File: src/rtl/patternbuf_ctrl.sv
// Control front-end for patternbuf: registered one-hot read/write selects,
// processor/host write arbitration and the whole-buffer serial load sequencer.
module patternbuf_ctrl #(
  parameter int unsigned BUFFER_SIZE  = 22,
  parameter int unsigned BUFFER_WIDTH = 8,
  parameter int unsigned ADDR_W       = 5
) (
  input  logic                    clk,
  input  logic                    reset,
  input  logic [ADDR_W-1:0]       rd_addr,
  input  logic                    p_wr_req,
  input  logic [ADDR_W-1:0]       p_wr_addr,
  input  logic [BUFFER_WIDTH-1:0] p_wr_data,
  output logic                    p_wr_gnt,
  input  logic                    h_wr_req,
  input  logic [ADDR_W-1:0]       h_wr_addr,
  input  logic [BUFFER_WIDTH-1:0] h_wr_data,
  output logic                    h_wr_gnt,
  input  logic                    load_start,
  input  logic                    load_abort,
  input  logic                    load_valid,
  input  logic [BUFFER_WIDTH-1:0] load_byte,
  output logic                    load_ready,
  output logic                    load_busy,
  output logic                    load_done,
  output logic [BUFFER_SIZE-1:0]  fieldp,
  output logic [BUFFER_SIZE-1:0]  fieldwp,
  output logic [BUFFER_WIDTH-1:0] field_in,
  output logic                    field_write,
  output logic                    ssel,
  output logic                    sin
);

  localparam int unsigned CNT_W = $clog2(BUFFER_SIZE + 1);
  localparam int unsigned BIT_W = (BUFFER_WIDTH > 1) ? $clog2(BUFFER_WIDTH) : 1;

  localparam logic [1:0] IDLE  = 2'd0;
  localparam logic [1:0] FETCH = 2'd1;
  localparam logic [1:0] SHIFT = 2'd2;
  localparam logic [1:0] DONE  = 2'd3;

  localparam logic RR_PROC = 1'b0;
  localparam logic RR_HOST = 1'b1;

  logic [1:0]              state, state_nxt;
  logic [CNT_W-1:0]        byte_cnt, byte_cnt_nxt;
  logic [BIT_W-1:0]        bit_cnt, bit_cnt_nxt;
  logic [BUFFER_WIDTH-1:0] shreg, shreg_nxt;
  logic                    ssel_nxt, sin_nxt, done_nxt;
  logic                    rr_last;

  // Out-of-range addresses decode to an all-zero select.
  function automatic logic [BUFFER_SIZE-1:0] decode(input logic [ADDR_W-1:0] a);
    decode = '0;
    if (32'(a) < BUFFER_SIZE) decode = BUFFER_SIZE'(1) << a;
  endfunction

  assign load_busy  = (state != IDLE);
  assign load_ready = (state == FETCH) && !load_abort;

  // Write arbiter: only in IDLE, and load_start takes the cycle.
  always_comb begin
    p_wr_gnt = 1'b0;
    h_wr_gnt = 1'b0;
    if (!reset && state == IDLE && !load_start) begin
      if (p_wr_req && h_wr_req) begin
        p_wr_gnt = (rr_last == RR_HOST);
        h_wr_gnt = (rr_last == RR_PROC);
      end else begin
        p_wr_gnt = p_wr_req;
        h_wr_gnt = h_wr_req;
      end
    end
  end

  always_ff @(posedge clk) begin
    if (reset) begin
      fieldp      <= '0;
      fieldwp     <= '0;
      field_in    <= '0;
      field_write <= 1'b0;
      rr_last     <= RR_HOST;
    end else begin
      fieldp      <= decode(rd_addr);
      field_write <= p_wr_gnt | h_wr_gnt;
      if (p_wr_gnt) begin
        fieldwp  <= decode(p_wr_addr);
        field_in <= p_wr_data;
      end else if (h_wr_gnt) begin
        fieldwp  <= decode(h_wr_addr);
        field_in <= h_wr_data;
      end else begin
        fieldwp  <= '0;
      end
      // Round-robin pointer moves only when both sides contended.
      if (p_wr_req && h_wr_req && (p_wr_gnt || h_wr_gnt))
        rr_last <= h_wr_gnt ? RR_HOST : RR_PROC;
    end
  end

  // Serial load sequencer; ssel/sin are registered from *_nxt.
  always_comb begin
    state_nxt    = state;
    byte_cnt_nxt = byte_cnt;
    bit_cnt_nxt  = bit_cnt;
    shreg_nxt    = shreg;
    ssel_nxt     = 1'b0;
    sin_nxt      = 1'b0;
    done_nxt     = 1'b0;
    case (state)
      IDLE: begin
        if (load_start) begin
          state_nxt    = FETCH;
          byte_cnt_nxt = CNT_W'(BUFFER_SIZE);
        end
      end
      FETCH: begin
        if (load_valid) begin
          state_nxt   = SHIFT;
          bit_cnt_nxt = '0;
          shreg_nxt   = load_byte << 1;
          ssel_nxt    = 1'b1;
          sin_nxt     = load_byte[BUFFER_WIDTH-1];
        end
      end
      SHIFT: begin
        if (bit_cnt == BIT_W'(BUFFER_WIDTH - 1)) begin
          byte_cnt_nxt = byte_cnt - CNT_W'(1);
          state_nxt    = (byte_cnt == CNT_W'(1)) ? DONE : FETCH;
          done_nxt     = (byte_cnt == CNT_W'(1));
        end else begin
          bit_cnt_nxt = bit_cnt + BIT_W'(1);
          ssel_nxt    = 1'b1;
          sin_nxt     = shreg[BUFFER_WIDTH-1];
          shreg_nxt   = shreg << 1;
        end
      end
      DONE:    state_nxt = IDLE;
      default: state_nxt = IDLE;
    endcase
    if (load_abort && state != IDLE) begin
      state_nxt = IDLE;
      ssel_nxt  = 1'b0;
      sin_nxt   = 1'b0;
      done_nxt  = 1'b0;
    end
  end

  always_ff @(posedge clk) begin
    if (reset) begin
      state     <= IDLE;
      byte_cnt  <= '0;
      bit_cnt   <= '0;
      shreg     <= '0;
      ssel      <= 1'b0;
      sin       <= 1'b0;
      load_done <= 1'b0;
    end else begin
      state     <= state_nxt;
      byte_cnt  <= byte_cnt_nxt;
      bit_cnt   <= bit_cnt_nxt;
      shreg     <= shreg_nxt;
      ssel      <= ssel_nxt;
      sin       <= sin_nxt;
      load_done <= done_nxt;
    end
  end

endmodule

File: config.mk
export PLATFORM = sky130hd
export DESIGN_NAME = patternbuf_ctrl
export DESIGN_NICKNAME = d
export VERILOG_FILES = /design/src/rtl/patternbuf_ctrl.sv
export SDC_FILE = /design/constraint.sdc
export NUM_CORES = 1
export LEC_CHECK = 0
export CAP_MARGIN = 20
export CORE_MARGIN = 2
export CORE_UTILIZATION = 48
export DETAILED_ROUTE_END_ITERATION = 16
export GPL_ROUTABILITY_DRIVEN = 0
export PLACE_DENSITY = 0.85
export SETUP_SLACK_MARGIN = 0.3
export SYNTH_ARGS = -nofsm -noshare
export SYNTH_HDL_FRONTEND = slang
export SYNTH_SLANG_ARGS = --single-unit
File: constraint.sdc
create_clock -name clk -period 2.66 [get_ports clk]
set_input_delay 0.532 -clock clk [delete_from_list [all_inputs] [get_ports clk]]
set_output_delay 0.532 -clock clk [all_outputs]
set_load 0.01 [all_outputs]
==> key figures, run 1 <==
Critical path
  – Critical register-to-register path endpoint: fieldwp[7]
  – Setup crit end kind: primary output
  – Data required, critical path: around 2100 ps
  – Critical path launch point type: flop
  – Arr. time, crit path: 1740 ps
  – Reg2reg path depth: 7
  – R2R Path Start: state[0]
  – Largest fanout on the critical path: 9
  – Reg-to-reg slack, setup: approximately 500 ps
  – Crit Path Category: flop to primary output

Detailed routing
  – DR vias/cell: 5.454
  – DR iter-0 viols: ~160
  – Pre-antenna DRT Iters: 4
  – Number of remaining DRC errors: 0
  – DR WL/cell: between 10 and 15 um
  – Remaining antenna violation count: 0
  – Vias: 2,749
  – Final wirelength: 7.460 mm

STA
  – Worst-case clock skew: approximately 5.4 ps
  – Maximum clock frequency: ~440 MHz
  – Min Hold Slack: ~460 ps
  – Final Worst Setup Slack: slightly below 400 ps
  – Max_slew headroom: 0.4616
  – Final Max Slew Viols: 0
  – Final TNS setup: 0 ps
  – Final Hold Fails: 0
  – RSZ-0062 raised after global routing: true
  – Crit share post-route: 0.8530
  – Slew @ Worst Pin: slightly above 800 ps
  – Fin crit period: 2269 ps
  – Setup violators final: 0

Synthesis
  – #FFs+latches synth: 74
  – Synth Warn #: 0
  – Register area share after synthesis: 0.5043
  – Synth Area in Compound Gates: 0.1584
  – Main flop type after synthesis: dfxtp_1
  – Post-synthesis xor/xnor area fraction: 0.002981
  – Asr flop ratio synth: 0
  – Post-Syn Area: approximately 2900 um^2
  – Simple-Gate Fraction of Synth Area: 0.2436
  – Mux contribution to synthesized area: 0.02044
  – EDFF count, synth: 0
  – Post-Synth Adder-Cell Area: 0.03407
  – Post-synthesis net count: roughly 370
  – Largest family of logic cells by synthesized area: simple AND/OR/NAND/NOR gates
  – Count of cell types in the netlist: between 40 and 50
  – Syn_area_per_cell: a little over 9 um^2
  – Mapped Cells: 320

Clock tree
  – H-tree lvl count: 3
  – Clk pin slew, worst setup/hold paths: 80 ps
  – Num CTS Buffers: 9
  – Clk sink count: 74
  – Clock Path Buffers: 2
  – CTS root buf: clkbuf_8
  – CTS tree: done
  – Worst-Skew Late Latency: between 300 and 400 ps

Layout
  – Ratio of cells with drive above 1 in the final layout: 0.08858
  – Fin nets: about 480
  – Final non-filler cell area: around 4300 um^2
  – Area grow syn2layout: 46.81%
  – # diodes: 0
  – Non-filler cells, final: between 500 and 600
  – Most frequent cells in the layout: clkdlybuf4s50_1 (101), dfxtp_1 (74), nor2_1 (54)
  – Most common cell after layout, fill and taps aside: clkdlybuf4s50_1

Floorplanning
  – Die area: 6763 um^2
  – Core Rows: 28
  – Die width: about 80 um
  – Top Ports: between 100 and 150
  – Die height: between 80 and 90 um
  – Starting density of the core: 0.4962
  – Core Area: 5921 um^2

Place
  – Input/output buffers: roughly 110
  – Place WS: a little under 50 ps
  – Dpl hpwl: 5.308 mm
  – DP Cell Count: roughly 490
  – Placed Area: between 4000 and 5000 um^2

Global routing
  – All-Layer GR Usage: 0.2228
  – Largest net degree at the start of global routing: 31
  – Initial antenna violation count: 0
  – First-pass GRT wire length: about 11 mm
  – Vias in the first global route: ~2,600
  – Gr ovfl total: 0

Worst hold path
  – Hold path endpoint: field_in[7]
  – Hold depth: 2
  – Worst Hold Class: flop to flop
  – Origin of the worst min-delay path: field_in[7]

Pwr
  – Peak supply drop: 0.0006078 V
  – Pwr dens: slightly above 700 nW/um^2
  – Leak: between 1.5 and 2 nW

Run
  – Max-cap violation count: 0

Status
  – Status: completed
-- synthesized netlist by cell type, types with 6 or more instances --
cell type,count,area share
dfxtp_1,74,0.50
nor2_1,54,0.069
nand2_1,21,0.027
a21oi_1,15,0.026
o22ai_1,15,0.032
a211oi_1,14,0.036
clkbuf_1,10,0.013
nand3_1,10,0.017
ha_1,8,0.034
inv_1,7,0.0089
nand3b_1,7,0.018
nor3_1,7,0.012
mux2i_1,6,0.020
nand2b_1,6,0.013
nor2b_1,6,0.013
-- worst max-delay path, cell delays in order, from the launching register on --
cell and delay (ps):
dfxtp_1 340, inv_2 110, ha_2 260, nor2b_1 150, clkdlybuf4s50_1 540
-- state kept, by name (all words and copies together), names as in the netlist --
signal,cells
sin,1
field_in,8
bit_cnt,3
ssel,1
byte_cnt,5
fieldwp,22
state,2
rr_last,1
load_done,1
shreg,7
field_write,1
fieldp,22
-- cell families (layout without fill, tap and decap cells) --
| family | Yosys count | count (layout) |
|---|---|---|
| adders and majority gates | 8 | 8 |
| muxes | 6 | 6 |
| xor gates and xnor gates | 1 | 1 |
| AOI/OAI and AO/OA | 67 | 67 |
| DFF | 74 | 74 |
| and+or+nand+nor | 138 | 138 |
| buffers and inverters | 26 | 135 |
-- layout make-up --
class | instances | area [um^2]
multi-input cells | 220 | 1376
inverters | 8 | 30.03
repair buffers | 111 | 1095
flip-flops and latches | 74 | 1481
well taps | 75 | 93.84
clock inverters | 5 | 85.08
fillers | 439 | 1608
clock buffers | 11 | 151.4
-- how the worst max path moves through the flow --
stage	slack (ps)	depth (start not counted)	startpoint	end
3_3_place_gp	110	5	reset	h_wr_gnt
5_1_grt	290	6	state[0]	byte_cnt[3]
2_1_floorplan	800	6	state[0]	p_wr_gnt
3_5_place_dp	50	6	reset	fieldwp[6]
4_1_cts	130	5	load_start	h_wr_gnt
6_report	390	4	state[1]	load_ready
-- routing by layer --
metal,GRT usage,wire length (um)
met5,0,0
met2,0.3984,3857
met1,0.2519,3027
met3,0.06413,489
met4,0.07667,85
-- through the flow --
stage | utilization | power, mW
2_1_floorplan | - | 1.767
3_3_place_gp | 0.6830 | 2.007
3_5_place_dp | 0.6830 | 2.036
4_1_cts | 0.7270 | 3.057
5_1_grt | 0.7284 | 3.200
6_report | 0.7284 | 3.051
-- power breakdown --
| part | internal (mW) | leakage, nW | switching, mW | total [mW] |
|---|---|---|---|---|
| Sequential | 1.21 | 0.600 | 0.0699 | 1.28 |
| Combinational | 0.367 | 0.873 | 0.397 | 0.764 |
| Clock | 0.584 | 0.116 | 0.418 | 1.00 |
| Total | 2.17 | 1.59 | 0.885 | 3.05 |
-- repair_timing --
item / CTS / global route
hold buffers: 0 / 0
setup buffers: 0 / 1
resized for setup: 7 / 6
hold endpoints to repair: 0 / 0
pin swaps: 1 / 1
setup endpoints to repair: 4 / 9
Power figures use the tool's default switching activity.
==> run 2, diff against run 1 <==
--- a/config.mk
+++ b/config.mk
@@ -12,6 +12,7 @@
 export GPL_ROUTABILITY_DRIVEN = 0
 export PLACE_DENSITY = 0.85
 export SETUP_SLACK_MARGIN = 0.3
+export SLEW_MARGIN = 20
 export SYNTH_ARGS = -nofsm -noshare
 export SYNTH_HDL_FRONTEND = slang
 export SYNTH_SLANG_ARGS = --single-unit
==> results of run 2 <==
The final DEF is identical to that of run 1; final timing and power are the same.
==> run 3, diff against run 2 <==
--- a/config.mk
+++ b/config.mk
@@ -10,7 +10,7 @@
 export CORE_UTILIZATION = 48
 export DETAILED_ROUTE_END_ITERATION = 16
 export GPL_ROUTABILITY_DRIVEN = 0
-export PLACE_DENSITY = 0.85
+export PLACE_DENSITY = 0.95
 export SETUP_SLACK_MARGIN = 0.3
 export SLEW_MARGIN = 20
 export SYNTH_ARGS = -nofsm -noshare
==> run 3 against run 2 <==
Net effect:
- sequential share of layout area grew 0.29 points
- fmax is 0.41% lower
- hold slack better by 3.0 ps
- clock skew is 4.1 ps higher
- global-route usage down 0.28 points
- wire length increased by 0.71%
- register-to-register slack better by 30 ps
- flip-flop and latch count unchanged
- critical path depth stayed put
- clock-buffer cell count fell by 1
- sequential power barely moved
- design area is 0.84% lower
- largest power group unchanged
==> key figures, run 3 (synthesized netlist as in run 1, its figures left out) <==
Status
  – Status: completed

Clock tree
  – Clk sink count: 74 (unchanged)
  – CTS tree: done
  – Num CTS Buffers: 9 (unchanged)
  – Clk pin slew, worst setup/hold paths: 80 ps (about the same)
  – CTS root buf: clkbuf_8
  – Cts hold-fix bufs: 0 (unchanged)
  – Worst-Skew Late Latency: 350 ps (+20 ps)
  – Clock Path Buffers: 2 (unchanged)
  – H-tree lvl count: 3 (unchanged)

Layout
  – Area of the multi-input gates: 1376 um^2 (unchanged)
  – Top Registers: fieldp: 22 flops, fieldwp: 22 flops, field_in: 8 flops
  – Filler instances: 416 (-5.2%)
  – Most frequent cells in the layout: clkdlybuf4s50_1 (101), dfxtp_1 (74), nor2_1 (54)
  – Final non-filler cell area: 4277 um^2 (-0.84%)
  – Ratio of cells with drive above 1 in the final layout: 0.08392 (-0.004662)
  – Area grow syn2layout: 45.57%
  – Post-layout util: 0.7223 (-0.006129)
  – # diodes: 0 (unchanged)
  – Fin nets: 478 (unchanged)
  – Register area: 1481 um^2 (unchanged)
  – Most common cell after layout, fill and taps aside: clkdlybuf4s50_1

Detailed routing
  – DR WL/cell: 14.91 um (+0.71%)
  – Vias: 2,803 (+2.0%)
  – Final wirelength: 7.513 mm (+0.71%)
  – Pre-antenna DRT Iters: 5 (+1)
  – Remaining antenna violation count: 0 (unchanged)
  – Number of remaining DRC errors: 0 (unchanged)
  – DR vias/cell: 5.562 (+2.0%)
  – DR iter-0 viols: 123 (-24%)

STA
  – Maximum clock frequency: 438.9 MHz (-0.41%)
  – Crit share post-route: 0.8565 (+0.003517)
  – Final Max Slew Viols: 0 (unchanged)
  – Final Hold Fails: 0 (unchanged)
  – Slew @ Worst Pin: 784.2 ps (-23.36 ps)
  – Final TNS setup: 0 ps (unchanged)
  – Fin crit period: 2278 ps (+9.356 ps)
  – RSZ-0062 raised after global routing: true
  – Setup violators final: 0 (unchanged)
  – Worst-case clock skew: 9.459 ps (+4.084 ps)
  – Max_slew headroom: 0.4772 (+0.01557)
  – Final Worst Setup Slack: 381.7 ps (-9.356 ps)

Floorplanning
  – Die width: 82.24 um (unchanged)
  – Core Rows: 28 (unchanged)
  – Core Area: 5921 um^2 (unchanged)
  – Die height: 82.24 um (unchanged)
  – Top Ports: 106 (unchanged)
  – Starting density of the core: 0.4962 (unchanged)
  – Die area: 6763 um^2 (unchanged)

Critical path
  – CP max-delay cell: clkdlybuf4s50_1
  – Arr. time, crit path: 1750 ps (about the same)
  – Critical path launch point type: flop
  – Largest fanout on the critical path: 9 (unchanged)
  – Slowest stage delay, CP: 540 ps (about the same)
  – Crit Path Category: flop to primary output
  – Worst-path cell chain: inv_2 > ha_2 > nor2b_1 > clkdlybuf4s50_1
  – Setup crit end kind: primary output
  – Data required, critical path: 2130 ps (about the same)

Global routing
  – All-Layer GR Usage: 0.2200 (-0.002812)
  – Initial antenna violation count: 0 (unchanged)
  – First-pass GRT wire length: 11.38 mm (-1.0%)
  – Largest net degree at the start of global routing: 31 (unchanged)
  – Vias in the first global route: 2,568 (-0.43%)
  – Gr ovfl total: 0 (unchanged)

Pwr
  – Pwr dens: 679.4 nW/um^2 (-4.0%)
  – Leak: 1.566 nW (-1.5%)
  – Final Power: 2.905 mW (-4.8%)
  – Peak supply drop: 0.0004403 V (-28%)

Worst hold path
  – Worst Hold Class: flop to flop

Place
  – Placed Area: 4044 um^2 (unchanged)
  – Place WS: 81.90 ps (+32.72 ps)
  – Dpl hpwl: 5.552 mm (+4.6%)
  – Input/output buffers: 105 (unchanged)

Run
  – Max-cap violation count: 0 (unchanged)
## run 3: cell count changes in the layout (fill, tap and decap cells not counted), sizes merged
cell,delta
clkinvlp,+1
clkbuf,-2
inv,-1
clkdlybuf4s15,+1
bufinv,-1
clkinv,+2
## run 3: worst paths after layout
path            endpoint   startpoint  cells past startpoint  slack [ps]
max           load_ready     state[1]                      4         380
min          field_in[6]  field_in[6]                      2         470
max reg2reg   fieldwp[7]     state[0]                      7         520
min reg2reg  field_in[6]  field_in[6]                      2         470
## run 3: per-stage QoR
step / hold slack, ps / std cells
after floorplan: 441.5 / 320
after global placement: 452.7 / 487
after detailed placement: 455.6 / 487
after CTS: 469.2 / 503
after global routing: 482.9 / 504
final: 466.8 / 504
## run 3: what timing repair did
item	CTS	global route
endpoints found under the setup margin	3	4
pin swaps	0	1
buffers inserted	0	1
gates resized for setup	7	5
endpoints found under the hold margin	0	0
## run 3: worst max-delay path: cells and delay by family, from the launching register on
kind	cells	cell delay, ps
buf+inv	2	650
flops	1	340
fa+ha+maj	1	270
simple gates	1	150
## run 3: layout make-up
type / count / area share
multi-input combinational: 220 / 0.3218
sequential: 74 / 0.3464
tap: 75 / 0.02194
inverter: 8 / 0.007022
timing repair buffer: 111 / 0.2572
clock buffer: 10 / 0.02984
clock inverter: 6 / 0.01580
## run 3: per-layer routing
| metal | part of all wire | global-route usage | vias up |
|---|---|---|---|
| met4 | 0.015 | 0.1050 | 0 |
| met5 | 0 | 0 | - |
| met2 | 0.52 | 0.3839 | 116 |
| li1 | - | - | 1356 |
| met1 | 0.40 | 0.2497 | 1319 |
| met3 | 0.063 | 0.05543 | 12 |
## run 3: power by group
group	internal, mW	total, mW	switching (mW)
registers	1.22	1.29	0.0720
logic	0.367	0.770	0.403
clock network	0.435	0.848	0.413
total	2.02	2.91	0.889
